$ cat config.mk
export PLATFORM = sky130hd
export DESIGN_NAME = bus_initiator
export DESIGN_NICKNAME = d
export VERILOG_FILES = /design/src/rtl/bus_initiator.sv
export SDC_FILE = /design/constraint.sdc
export NUM_CORES = 1
export LEC_CHECK = 0
export CAP_MARGIN = 20
export CORE_MARGIN = 1
export CORE_UTILIZATION = 45
export CTS_CLUSTER_DIAMETER = 150
export DETAILED_ROUTE_END_ITERATION = 6
export GPL_ROUTABILITY_DRIVEN = 0
export PLACE_DENSITY = 0.75
export SLEW_MARGIN = 5
export SYNTH_ARGS = -nofsm -noshare
export SYNTH_HDL_FRONTEND = slang
export SYNTH_SLANG_ARGS = --single-unit
export TNS_END_PERCENT = 5
$ cat constraint.sdc
create_clock -name wb_clk_i -period 4.1 [get_ports wb_clk_i]
set_input_delay 0.82 -clock wb_clk_i [delete_from_list [all_inputs] [get_ports wb_clk_i]]
set_output_delay 0.82 -clock wb_clk_i [all_outputs]
set_load 0.03 [all_outputs]
$ cat src/rtl/bus_initiator.sv
// bus_initiator: host-to-responder bridge driving a multiplexed address/data bus with a high-byte cache
module bus_initiator #(
   parameter int unsigned WAIT_STATES = 1
) (
   input  logic        wb_clk_i,
   input  logic        rst,
   input  logic        cfg_enable,
   input  logic        req_valid,
   output logic        req_ready,
   input  logic        req_we,
   input  logic [15:0] req_addr,
   input  logic [7:0]  req_wdata,
   output logic        rsp_valid,
   output logic [7:0]  rsp_rdata,
   output logic        bus_en,
   output logic        le_lo_act,
   output logic        le_hi_act,
   output logic        WEb_raw,
   output logic [7:0]  bus_out,
   input  logic [7:0]  bus_in
);
   typedef enum logic [2:0] {IDLE, ADDR_HI, ADDR_LO, WRITE, WAIT, SAMPLE, RESP} state_t;
   localparam logic [3:0] WAIT_LD = (WAIT_STATES == 0) ? 4'd0 : 4'(WAIT_STATES - 1);
   state_t      state_q;
   logic        we_q;
   logic [15:0] addr_q;
   logic [7:0]  wdata_q;
   logic [7:0]  hi_q;
   logic        hi_vld_q;
   logic [3:0]  cnt_q;
   logic [7:0]  rdata_q;
   logic        bus_en_q;
   // Sequencer: request capture, high-byte cache, wait countdown and read capture
   always_ff @(posedge wb_clk_i) begin
      if (rst) begin
         state_q  <= IDLE;
         we_q     <= 1'b0;
         addr_q   <= 16'h0000;
         wdata_q  <= 8'h00;
         hi_q     <= 8'h00;
         hi_vld_q <= 1'b0;
         cnt_q    <= 4'd0;
         rdata_q  <= 8'h00;
         bus_en_q <= 1'b0;
      end else begin
         bus_en_q <= cfg_enable;
         if (!cfg_enable) begin
            state_q  <= IDLE;
            hi_vld_q <= 1'b0;
         end else begin
            case (state_q)
               IDLE: if (req_valid) begin
                  we_q    <= req_we;
                  addr_q  <= req_addr;
                  wdata_q <= req_wdata;
                  state_q <= (hi_vld_q && req_addr[15:8] == hi_q) ? ADDR_LO : ADDR_HI;
               end
               ADDR_HI: begin
                  hi_q     <= addr_q[15:8];
                  hi_vld_q <= 1'b1;
                  state_q  <= ADDR_LO;
               end
               ADDR_LO: begin
                  cnt_q   <= WAIT_LD;
                  state_q <= we_q ? WRITE : (WAIT_STATES > 0) ? WAIT : SAMPLE;
               end
               WAIT: begin
                  cnt_q   <= (cnt_q == 4'd0) ? 4'd0 : cnt_q - 4'd1;
                  state_q <= (cnt_q == 4'd0) ? SAMPLE : WAIT;
               end
               SAMPLE: begin
                  rdata_q <= bus_in;
                  state_q <= RESP;
               end
               WRITE:   state_q <= RESP;
               RESP:    state_q <= IDLE;
               default: state_q <= IDLE;
            endcase
         end
      end
   end
   // Moore decode of the bus strobes; ready is held off while reset is asserted
   always_comb begin
      req_ready = state_q == IDLE && cfg_enable && !rst;
      rsp_valid = state_q == RESP;
      le_hi_act = state_q == ADDR_HI;
      le_lo_act = state_q == ADDR_LO;
      WEb_raw   = state_q != WRITE;
      bus_out   = (state_q == ADDR_HI) ? addr_q[15:8] :
                  (state_q == ADDR_LO) ? addr_q[7:0]  :
                  (state_q == WRITE)   ? wdata_q      : 8'h00;
   end
   assign rsp_rdata = rdata_q;
   assign bus_en    = bus_en_q;
endmodule
==> metrics.md, run 1 <==
| Metric | Value |
|---|---|
| Syn Std Cell Area | 2200 sq um |
| Syn avg cell area | 7.86 sq um |
| Synthesis Warnings | 0 |
| FMAX | 304 MHz |
| Largest net degree at the start of global routing | 47 |
| Vias per inst | 5.06 |
| Final hold vios | 0 |
| HP Class | reg -> reg |
| Nets | 365 |
| First-pass GRT wire length | 8490 um |
| Critical Path Slowest Stage Cell | dfxtp_1 |
| Num rows | 25 |
| Post-route clock skew | 0.00446 ns |
| Die area | 5180 sq um |
| Diodes inserted | 0 |
| Post-Layout Cell Count | 395 |
| Slowest stage delay, CP | 0.95 ns |
| Slew @ Worst Pin | 0.999 ns |
| Hold_buf cts | 0 |
| Via count | 1998 |
| Post-synth EDFFs | 0 |
| Initial DRC count | 98 |
| Sequential cell area fraction in the yosys report | 45.5% |
| CP Launch Type | register |
| Post-cts resize count | 0 |
| Initial core utilization | 46.6% |
| Post-CTS setup buffer count | 0 |
| Synth top area share | 45.5% |
| Largest family of logic cells by synthesized area | simple AND/OR/NAND/NOR gates |
| CP max FO | 24 |
| Final setup TNS | 0 ns |
| Final setup fails | 0 |
| Critical path arrival | 2.47 ns |
| Post-synthesis adder-cell area fraction | 0.568% |
| Root Driver | clkbuf_8 |
| Outcome | finished, final reports clean |
| Dpl ws | 1.18 ns |
| RSZ-0062 raised after global routing | no |
| CORE AREA | 4720 sq um |
| Setup CP Type | reg -> out |
| HPWL after DPL | 3360 um |
| Synth-to-Final Area Change | 31.1% |
| Max_cap viols | 0 |
| Yosys top cell by area | dfxtp_1 |
| Max Buffers Root-to-Sink | 2 |
| Worst vdd ir | 0.000169 V |
| CP required | 3.28 ns |
| Final worst setup slack | 0.815 ns |
| Slew margin rel. | 33.2% |
| Synth Area in XOR/XNOR | 3.18% |
| Ys async rst share | 0% |
| Final min period | 3.29 ns |
| H-tree levels | 2 |
| Width of the die | 72.0 um |
| DRT Pass-1 Iters | 4 |
| Num CTS Buffers | 5 |
| Synth Instances | 280 |
| Setup crit end kind | output port |
| Vias in the first global route | 1884 |
| Clock insertion delay at the later pin of the skew report | 0.30 ns |
| Post-synthesis compound-gate area fraction | 14.2% |
| Clock sink count | 50 |
| CTS tree | yes |
| Clk slew on worst S/H paths | 0.09 ns |
| Ratio of cells with drive above 1 in the final layout | 3.35% |
| Initial antenna violation count | 0 |
| Final Max Slew Viols | 0 |
| Synth Register Bits | 50 |
| Final Cycle Share | 80.1% |
| Dominant cells by area after synthesis | dfxtp_1 45%, nand2_1 12%, a21oi_1 8.9% |
| Die height | 72.0 um |
| Post-synthesis simple-gate area fraction | 24.3% |
| Cells after DPL | 387 |
| Synth Flop Type | dfxtp_1 |
| Drt total wl | 5050 um |
| Port Buf Inserts | 58 |
| Routed length per instance | 12.8 um |
| Crit path cell chain | nor2b_1 > and2_1 > clkdlybuf4s50_1 |
| Syn_nets | 318 |
| Total GRT Usage | 20.8% |
| DR DRC count | 0 |
| Power per cell area | 331 nW/um^2 |
| Mux contribution to synthesized area | 7.27% |
| Io pins | 59 |
| Leakage | 0.994 nW |
| Unique masters post-synth | 31 |
| Grt total ovfl | 0 |
| Post-DRT Antenna Nets | 0 |
| Commonest cells after routing, fill and taps aside | 72 x nand2_1, 57 x clkdlybuf4s50_1, 50 x dfxtp_1 |
| Most common cell after layout, fill and taps aside | nand2_1 |
==> kinds of logic after synthesis <==
logic type	after synthesis
simple gates	127
compound gates	55
flops	50
buf+inv	23
mux	16
xor+xnor	8
fa+ha+maj	1
==> cell usage after synthesis (4+ instances only) <==
cell type  number
a21oi_1        39
a31oi_1         8
and3_1          4
buf_2           4
clkbuf_1       11
dfxtp_1        50
inv_1           4
mux2i_1        16
nand2_1        72
nand2b_1        4
nand3_1         4
nor2_1         30
xnor2_1         8
==> path summary, 6_finish.rpt <==
check                              end                       from  depth (start not counted)  slack (ns)
min reg2reg  rsp_rdata[6]$_SDFFE_PP0P_  rsp_rdata[6]$_SDFFE_PP0P_                          2        0.46
max reg2reg     addr_q[7]$_SDFFE_PP0P_    state_q[1]$_SDFFE_PP0P_                          4        1.70
min          rsp_rdata[6]$_SDFFE_PP0P_  rsp_rdata[6]$_SDFFE_PP0P_                          2        0.46
max                          le_lo_act    state_q[1]$_SDFFE_PP0P_                          3        0.81
==> cell type report <==
type / count / area [sq um]
Clock buffer: 6 / 72.6
Tap cell: 67 / 83.8
Inverter: 4 / 15.0
Clock inverter: 2 / 37.5
Fill cell: 423 / 1840
Timing Repair Buffer: 59 / 586
Sequential cell: 50 / 1000
Multi-Input combinational cell: 207 / 1090
==> report_power, final <==
part | switching [mW] | internal, mW
clock | 0.165 | 0.182
combinational | 0.0475 | 0.0520
sequential | 0.0112 | 0.499
total | 0.223 | 0.733
==> critical path, delay by kind of cell (launching register included) <==
kind | cells | cell delay [ns]
buffers and inverters | 1 | 0.66
AND/OR/NAND/NOR | 2 | 0.54
flip-flops | 1 | 0.95
==> per-layer routing <==
| layer | vias up | track usage [%] | part of all wire [%] |
|---|---|---|---|
| li1 | 1027 | - | - |
| met1 | 904 | 26.0 | 46 |
| met2 | 55 | 34.9 | 47 |
| met3 | 12 | 4.44 | 4.3 |
| met4 | 0 | 8.93 | 3.1 |
| met5 | - | 0 | 0 |
==> state kept, by name, indices dropped and copies added (netlist names) <==
register / count
we_q: 1
addr_q: 16
cnt_q: 4
hi_vld_q: 1
hi_q: 8
wdata_q: 8
state_q: 3
bus_en: 1
rsp_rdata: 8
==> through the flow <==
| stage | area [sq um] | util [%] | hold slack [ns] | total power, mW |
|---|---|---|---|---|
| floorplan | 2200 | - | 0.436 | 0.569 |
| global placement | 2780 | 58.8 | 0.442 | 0.619 |
| detailed placement | 2780 | 58.8 | 0.447 | 0.620 |
| CTS | 2890 | 61.1 | 0.459 | 0.963 |
| global route | 2890 | 61.1 | 0.476 | 0.993 |
| finish | 2890 | 61.1 | 0.456 | 0.956 |
Power figures use the tool's default switching activity.
==> run 2, diff against run 1 <==
--- a/config.mk
+++ b/config.mk
@@ -7,7 +7,7 @@
 export LEC_CHECK = 0
 export CAP_MARGIN = 20
 export CORE_MARGIN = 1
-export CORE_UTILIZATION = 45
+export CORE_UTILIZATION = 43
 export CTS_CLUSTER_DIAMETER = 150
 export DETAILED_ROUTE_END_ITERATION = 6
 export GPL_ROUTABILITY_DRIVEN = 0
==> constraint.sdc (replaced) <==
create_clock -name wb_clk_i -period 2.79 [get_ports wb_clk_i]
set_input_delay 0.558 -clock wb_clk_i [delete_from_list [all_inputs] [get_ports wb_clk_i]]
set_output_delay 0.558 -clock wb_clk_i [all_outputs]
set_load 0.03 [all_outputs]
==> metrics.md, run 2 (synthesized netlist as in run 1, its figures left out) <==
| Metric | Value |
|---|---|
| Outcome | finished, final reports clean (unchanged) |
| Max_cap viols | 0 (unchanged) |
| Post-cts resize count | 3 (was 0) |
| Setup CP Type | reg -> out (unchanged) |
| Vias per inst | 5.04 (was 5.06) |
| Pwr Total | 1.36 mW (was 956 uW) |
| Initial DRC count | 119 (was 98) |
| Io pins | 59 (unchanged) |
| CTS tree | yes (unchanged) |
| CP Launch Type | register (unchanged) |
| Final setup TNS | 0 ns (unchanged) |
| Final setup fails | 0 (unchanged) |
| Initial core utilization | 45.7% (was 46.6%) |
| Initial antenna violation count | 0 (unchanged) |
| CP required | 2.23 ns (was 3.28 ns) |
| CORE AREA | 4820 sq um (was 4720 sq um) |
| Setup crit end kind | output port (unchanged) |
| First-pass GRT wire length | 8490 um (unchanged) |
| Total GRT Usage | 20.4% (was 20.8%) |
| Port Buf Inserts | 58 (unchanged) |
| Ratio of cells with drive above 1 in the final layout | 5.99% (was 3.35%) |
| Commonest cells after routing, fill and taps aside | 72 x nand2_1, 57 x clkdlybuf4s50_1, 49 x dfxtp_1 (was 72 x nand2_1, 57 x clkdlybuf4s50_1, 50 x dfxtp_1) |
| FMAX | 382 MHz |
| Vias in the first global route | 1852 (was 1884) |
| Die height | 73.6 um (was 72.0 um) |
| Diodes inserted | 0 (unchanged) |
| CP max FO | 12 (was 24) |
| Slew @ Worst Pin | 0.518 ns (was 0.999 ns) |
| Post-CTS setup buffer count | 0 (unchanged) |
| Most common cell after layout, fill and taps aside | nand2_1 (unchanged) |
| Final min period | 2.62 ns |
| Final Max Slew Viols | 0 (unchanged) |
| Final worst setup slack | 0.172 ns (was 0.815 ns) |
| Top reg by flops | addr_q (unchanged) |
| Flop-to-flop setup slack | 1.05 ns (was 1.70 ns) |
| RSZ-0062 raised after global routing | no (unchanged) |
| Power per cell area | 464 nW/um^2 (was 331 nW/um^2) |
| Worst vdd ir | 0.000335 V (was 0.000169 V) |
| Largest net degree at the start of global routing | 47 (unchanged) |
| Grt total ovfl | 0 (unchanged) |
| Max Buffers Root-to-Sink | 2 (unchanged) |
| Drt total wl | 5170 um (was 5050 um) |
| Critical path arrival | 2.06 ns (was 2.47 ns) |
| Post-DRT Antenna Nets | 0 (unchanged) |
| HP Class | reg -> reg (unchanged) |
| Num CTS Buffers | 5 (unchanged) |
| Num rows | 25 (unchanged) |
| Area of the multi-input gates | 1090 sq um (unchanged) |
| Clock insertion delay at the later pin of the skew report | 0.31 ns (was 0.30 ns) |
| HPWL after DPL | 3620 um (was 3360 um) |
| Final core occ | 60.7% (was 61.1%) |
| Dpl ws | 0.351 ns (was 1.18 ns) |
| Clk slew on worst S/H paths | 0.10 ns (was 0.09 ns) |
| DR DRC count | 0 (unchanged) |
| Width of the die | 73.6 um (was 72.0 um) |
| Die area | 5410 sq um (was 5180 sq um) |
| Clock sink count | 50 (unchanged) |
| Fill cells | 456 (was 423) |
| Seq. cell area | 1000 sq um (about the same) |
| Slew margin rel. | 65.5% (was 33.2%) |
| Synth-to-Final Area Change | 32.8% (was 31.1%) |
| Cells after DPL | 392 (was 387) |
| Largest register FFs | 16 (unchanged) |
| Post-route clock skew | 0.00741 ns (was 0.00446 ns) |
| Post-Layout Cell Count | 401 (was 395) |
| Hold_buf cts | 0 (unchanged) |
| DRT Pass-1 Iters | 4 (unchanged) |
| H-tree levels | 2 (unchanged) |
| Routed length per instance | 12.9 um (was 12.8 um) |
| Final Cycle Share | 93.8% |
| Via count | 2021 (was 1998) |
| Final hold vios | 0 (unchanged) |
| Leakage | 1.02 nW (was 0.994 nW) |
| Root Driver | clkbuf_8 (unchanged) |
| Nets | 371 (was 365) |
==> run 2: cell count changes in the layout (fill, tap and decap cells not counted), sizes merged <==
| cell | change |
|---|---|
| clkbuf | -1 |
| clkinv | +1 |
| buf | +5 |
| inv | +1 |
| bufinv | -1 |
| clkinvlp | +1 |
==> run 2: critical path, stage by stage (launching register included) <==
cell and delay, ns:
dfxtp_2 0.49, clkinvlp_4 0.27, nor2_1 0.17, a31oi_1 0.05
nor2_1 0.09, clkdlybuf4s50_1 0.67
==> run 2: area by class of cell <==
type,count,share of cell area (%)
inverters,4,0.642
well taps,67,2.87
clock inverters,3,0.984
multi-input cells,207,37.3
flip-flops and latches,50,34.3
repair buffers,64,21.3
clock buffers,5,2.35
repair inverters,1,0.257
==> run 2: worst paths after layout <==
kind         depth (start not counted)               startpoint                      end
max                                  5  state_q[0]$_SDFFE_PP0P_               bus_out[0]
min                                  2  wdata_q[2]$_SDFFE_PP0P_  wdata_q[2]$_SDFFE_PP0P_
min reg2reg                          2  wdata_q[2]$_SDFFE_PP0P_  wdata_q[2]$_SDFFE_PP0P_
max reg2reg                          4  state_q[2]$_SDFFE_PP0P_     hi_q[1]$_SDFFE_PP0P_
==> run 2: layer usage <==
layer | vias up | GRT usage [%] | part of all wire (%)
li1 | 1035 | - | -
met1 | 933 | 27.2 | 49
met2 | 47 | 33.5 | 46
met3 | 6 | 3.84 | 4.0
met4 | 0 | 5.77 | 1.2
met5 | - | 0 | 0
==> run 2: power breakdown <==
part           switching, mW  internal (mW)  leakage, nW
combinational         0.0720         0.0794        0.562
sequential            0.0157          0.733        0.406
clock                  0.268          0.188       0.0506
total                  0.356           1.00         1.02
==> run 2: stage by stage <==
step | area (sq um) | hold slack, ns
floorplan | 2200 | 0.436
finish | 2920 | 0.461
detailed placement | 2810 | 0.448
CTS | 2920 | 0.462
global route | 2920 | 0.483
global placement | 2810 | 0.441
==> run 3, diff against run 2 <==
--- a/config.mk
+++ b/config.mk
@@ -5,7 +5,6 @@
 export SDC_FILE = /design/constraint.sdc
 export NUM_CORES = 1
 export LEC_CHECK = 0
-export CAP_MARGIN = 20
 export CORE_MARGIN = 1
 export CORE_UTILIZATION = 43
 export CTS_CLUSTER_DIAMETER = 150
==> results of run 3 <==
No change in the layout: final DEF, timing and power equal those of run 2.
